## config.mk

```make
export PLATFORM = sky130hd
export DESIGN_NAME = osc_neuron_array
export DESIGN_NICKNAME = d
export VERILOG_FILES = /design/src/rtl/osc_pkg.sv /design/src/rtl/osc_neuron_cell.sv /design/src/rtl/osc_neuron_array.sv
export SDC_FILE = /design/constraint.sdc
export NUM_CORES = 1
export LEC_CHECK = 0
export CORE_ASPECT_RATIO = 0.6
export CORE_MARGIN = 4
export CORE_UTILIZATION = 35
export DETAILED_ROUTE_END_ITERATION = 8
export SYNTH_ARGS = -nofsm -noshare
export SYNTH_HDL_FRONTEND = slang
export SYNTH_SLANG_ARGS = --single-unit
```

## constraint.sdc

```tcl
create_clock -name clk -period 5.06 [get_ports clk]
set_clock_uncertainty 0.1 [all_clocks]
set_input_delay 0.759 -clock clk [delete_from_list [all_inputs] [get_ports clk]]
set_output_delay 0.759 -clock clk [all_outputs]
set_load 0.02 [all_outputs]
```

## src/rtl/osc_pkg.sv

```systemverilog
// Shared types for the coupled oscillator neuron array.
package osc_pkg;

    typedef enum logic [0:0] {
        INTEG = 1'b0,
        REFR  = 1'b1
    } state_t;

    // Index width for an n-entry array; never collapses to zero bits.
    function automatic int ch_w(input int n);
        return (n > 1) ? $clog2(n) : 1;
    endfunction

endpackage

```

## src/rtl/osc_neuron_cell.sv

```systemverilog
// One oscillator neuron: phase counter, refractory countdown and registered spike.
module osc_neuron_cell
    import osc_pkg::*;
#(
    parameter int CNT_W       = 8,
    parameter int REFRAC      = 2,
    parameter int COUPLE_STEP = 1
) (
    input  logic             clk,
    input  logic             reset,
    input  logic             enable,
    input  logic             inhibit,
    input  logic             coupled,
    input  logic [CNT_W-1:0] thresh,
    output logic             fire,
    output logic             spike
);

    localparam int RC_W = (REFRAC > 1) ? $clog2(REFRAC + 1) : 1;
    localparam logic [CNT_W:0] ONE  = (CNT_W + 1)'(1);
    localparam logic [CNT_W:0] STEP = (CNT_W + 1)'(COUPLE_STEP);

    state_t            state;
    logic [CNT_W-1:0]  count;
    logic [RC_W-1:0]   rcnt;
    logic [CNT_W:0]    nxt;

    // One extra bit on nxt keeps the threshold compare exact at any CNT_W.
    always_comb begin
        nxt  = {1'b0, count} + ONE + (coupled ? STEP : '0);
        fire = enable && !inhibit && (thresh != '0) && (state == INTEG)
               && (nxt >= {1'b0, thresh});
    end

    always_ff @(posedge clk) begin
        if (!reset) begin
            count <= '0;
            state <= INTEG;
            rcnt  <= '0;
            spike <= 1'b0;
        end else if (inhibit) begin
            count <= '0;
            state <= INTEG;
            rcnt  <= '0;
            spike <= 1'b0;
        end else if (!enable) begin
            spike <= 1'b0;
        end else if (state == REFR) begin
            count <= '0;
            spike <= 1'b0;
            if (rcnt <= RC_W'(1)) begin
                state <= INTEG;
                rcnt  <= '0;
            end else begin
                rcnt <= rcnt - RC_W'(1);
            end
        end else if (thresh == '0) begin
            count <= '0;
            spike <= 1'b0;
        end else if (fire) begin
            count <= '0;
            spike <= 1'b1;
            if (REFRAC != 0) begin
                state <= REFR;
                rcnt  <= RC_W'(REFRAC);
            end
        end else begin
            count <= nxt[CNT_W-1:0];
            spike <= 1'b0;
        end
    end

endmodule

```

## src/rtl/osc_neuron_array.sv

```systemverilog
// Array of coupled oscillator neurons with per-channel thresholds and a sync flag.
module osc_neuron_array
    import osc_pkg::*;
#(
    parameter int N_CH        = 4,
    parameter int CNT_W       = 8,
    parameter int THRESH_RST  = 5,
    parameter int REFRAC      = 2,
    parameter int COUPLE_STEP = 1
) (
    input  logic                      clk,
    input  logic                      reset,
    input  logic                      enable,
    input  logic [N_CH-1:0]           inhibit,
    input  logic                      cfg_we,
    input  logic [ch_w(N_CH)-1:0]     cfg_ch,
    input  logic [CNT_W-1:0]          cfg_thresh,
    output logic [N_CH-1:0]           spike,
    output logic                      sync
);

    logic [N_CH-1:0][CNT_W-1:0] thresh;
    logic [N_CH-1:0]            fire;
    logic [N_CH-1:0]            coupled;
    logic [N_CH-1:0]            mask;

    // Cells sample the old threshold, so a same-edge write never affects that edge's decision.
    always_ff @(posedge clk) begin
        if (!reset) begin
            for (int i = 0; i < N_CH; i++) thresh[i] <= CNT_W'(THRESH_RST);
        end else if (cfg_we && (int'(cfg_ch) < N_CH)) begin
            thresh[cfg_ch] <= cfg_thresh;
        end
    end

    for (genvar i = 0; i < N_CH; i++) begin : g_ch
        assign coupled[i] = |(spike & ~(N_CH'(1) << i));
        assign mask[i]    = (thresh[i] != '0) && !inhibit[i];

        osc_neuron_cell #(
            .CNT_W      (CNT_W),
            .REFRAC     (REFRAC),
            .COUPLE_STEP(COUPLE_STEP)
        ) u_cell (
            .clk    (clk),
            .reset  (reset),
            .enable (enable),
            .inhibit(inhibit[i]),
            .coupled(coupled[i]),
            .thresh (thresh[i]),
            .fire   (fire[i]),
            .spike  (spike[i])
        );
    end

    // Registered alongside the spikes so the flag lines up with the pulses it describes.
    always_ff @(posedge clk) begin
        if (!reset) sync <= 1'b0;
        else        sync <= enable && (mask != '0) && (fire == mask);
    end

endmodule

```

==> qor.csv <==
metric,value,unit
Clock Path Buffers,2,
H-tree levels,3,
Post-Syn Nets,598,
postcts setup bufs,0,
# hold bufs at CTS,0,
DPL Wire Length,8524,um
status,finished clean,
die area,0.01466,mm^2
net switching power,343.9,uW
setup violators final,0,
crit path time final,4.084,ns
Routed WL per cell,15.05,um
NumNets Final,616,
switching share of power,23.86,%
core area,0.01226,mm^2
# DRC,0,
port bufs,22,
Worst-Skew Late Latency,0.33,ns
pwr/cell area,281.5,mW/mm^2
Die X,153.7,um
Comb pwr share,8.8,%
clock slew at reported path FFs,0.06,ns
RSZ-0062 raised after global routing,false,
GRT Total Usage,15.63,%
setup TNS,0,ns
crit end category,flip-flop,
share of layout cells above drive strength 1,4.263,%
max-cap check violation count,0,
GRT overflow,0,
n_diodes,0,
Int Pwr,1.098,mW
row count,31,
vias in the first global route,3636,
worst hold slack,0.3526,ns
CTS Buf Count,9,
Final Wtd Congestion,0.8200,
Tcrit/Tclk final,80.71,%
post-synthesis cell area,0.004457,mm^2
final hold vios,0,
min-delay worst type,flip-flop to flip-flop,
share of the synthesized area in the top cell type,36.38,%
VDD IR-drop max,0.1626,mV
largest net degree at the start of global routing,23,
register area share after synthesis,36.38,%
initial antenna violation count,0,
Area contributors post-synth,"dfxtp_1, ha_1, nand2_1, inv_1, a21oi_1",
synthesized flop and latch total,81,
"Area growth, synth to finish",14.91,%
clock sinks,81,
DR vias/cell,5.198,
DR pass1 iterations,5,
Worst Setup Start Kind,flip-flop,
Syn Area/Cell,8.253,um^2
IO Pins,23,
Via Count,3784,
total power,1.442,mW
initial detailed-routing violation count,211,
Root Buffer,clkbuf_16,
Crit Path Class,flip-flop to flip-flop,
asr flop ratio synth,0,%
"most common cell after layout, fill and taps aside",dfxtp_1,
clock network power share,45.4,%
TritonCTS clock tree,yes,
Slew Limit Fails,0,
Starting Density,36.36,%
Flop pwr share,45.7,%
Gate Count Post-Synth,540,
most frequent cells in the layout,"dfxtp_1, nand2_1, inv_1, ha_1, nor2_1",
WP data arrival,4.26,ns
Fmax,0.2449,GHz
Worst Path Max Fanout,11,
post-CTS sizing,0,
Worst EP required,5.24,ns
Worst Tran Pin Value,0.7939,ns
Synth cell types,48,
die height,95.41,um
"EDFF count, synth",0,
worst rel slew slack,46.90,%
Detail Route Antenna Nets,0,
post-synth top area cell,dfxtp_1,
Most used DFF post-synth,dfxtp_1,
WL final,10960,um
first-pass GRT wire length,18240,um
Pleak,2.138,nW
Ys Warns,0,
==> registers in the layout, indices dropped and copies added, names as in the netlist <==
signal             flops
g_ch.u_cell.count     32
thresh                32
g_ch.u_cell.rcnt       8
g_ch.u_cell.spike      4
g_ch.u_cell.state      4
sync                   1
==> path summary, 6_finish.rpt <==
check	startpoint	to	slack (ns)	cells after the start
max	g_ch[1].u_cell.spike$_SDFF_PP0_	g_ch[0].u_cell.count[2]$_SDFFE_PP0P_	0.98	14
min	g_ch[1].u_cell.count[0]$_SDFFE_PP0P_	g_ch[1].u_cell.count[0]$_SDFFE_PP0P_	0.35	2
min reg2reg	g_ch[1].u_cell.count[0]$_SDFFE_PP0P_	g_ch[1].u_cell.count[0]$_SDFFE_PP0P_	0.35	2
max reg2reg	g_ch[1].u_cell.spike$_SDFF_PP0_	g_ch[0].u_cell.count[2]$_SDFFE_PP0P_	0.98	14
==> power groups by stage <==
stage,clock (mW),sequential [mW],combinational (mW)
3_3_place_gp,0,0.673,0.122
5_1_grt,0.698,0.661,0.143
6_report,0.655,0.660,0.127
4_1_cts,0.670,0.659,0.127
3_5_place_dp,0,0.673,0.126
2_1_floorplan,0,0.671,0.0794
==> routing by layer <==
layer | routed length, um | vias to the layer above | track usage [%]
met2 | 4323 | 76 | 22.59
met5 | 0 | - | 0
li1 | - | 1920 | -
met1 | 5988 | 1776 | 23.61
met3 | 558 | 12 | 3.673
met4 | 89 | 0 | 3.086
==> critical path, stage by stage, from the launching register on <==
cell and delay [ns]:
dfxtp_1 0.37, nor3_1 0.51, ha_1 0.28, inv_1 0.05, ha_1 0.25, nand3_1 0.19
nor2_1 0.10, xor2_1 0.15, ha_1 0.31, a21oi_1 0.15, o21ai_0 0.10, a221oi_1 0.52
nand4b_1 0.50, nor3b_1 0.32, a21o_1 0.12
==> kinds of logic after synthesis <==
group | after synthesis | synth area share, %
adder cells (fa/ha/maj) | 40 | 11.23
flip-flops | 81 | 36.38
AND/OR/NAND/NOR | 220 | 24.87
multiplexers | 8 | 1.797
AO/OA/AOI/OAI | 110 | 16.09
buffers and inverters | 59 | 5.306
XOR/XNOR | 22 | 4.324
==> area by class of cell <==
| cell class | count | area (um^2) |
|---|---|---|
| Tap cell | 165 | 206.4 |
| Clock inverter | 5 | 55.05 |
| Fill cell | 1244 | 7136 |
| Inverter | 41 | 153.9 |
| Timing Repair Buffer | 25 | 242.7 |
| Clock buffer | 11 | 242.7 |
| Multi-Input combinational cell | 400 | 2599 |
| Sequential cell | 81 | 1622 |
==> metrics by stage <==
| step | std cells | instance area (um^2) | utilization (%) | setup slack (ns) |
|---|---|---|---|---|
| after global placement | 712 | 4823 | 39.35 | 1.100 |
| final | 728 | 5121 | 41.78 | 0.9763 |
| after floorplan | 540 | 4457 | - | 1.977 |
| after global routing | 728 | 5121 | 41.78 | 0.7137 |
| after CTS | 728 | 5121 | 41.78 | 1.031 |
| after detailed placement | 712 | 4823 | 39.35 | 1.039 |
==> cell usage after synthesis, types with 8 or more instances <==
master and number:
o21ai_0 24, nor2_1 34, nand2_1 75, or4_1 8, a21boi_0 13, xnor2_1 15
a22o_1 8, mux2i_1 8, ha_1 40, nand2b_1 15, nand3_1 18, nor3_1 12
nor2b_1 18, nor3b_1 8, dfxtp_1 81, a21oi_1 27, a21o_1 13, inv_1 40
clkbuf_1 14
Power figures use the tool's default switching activity.
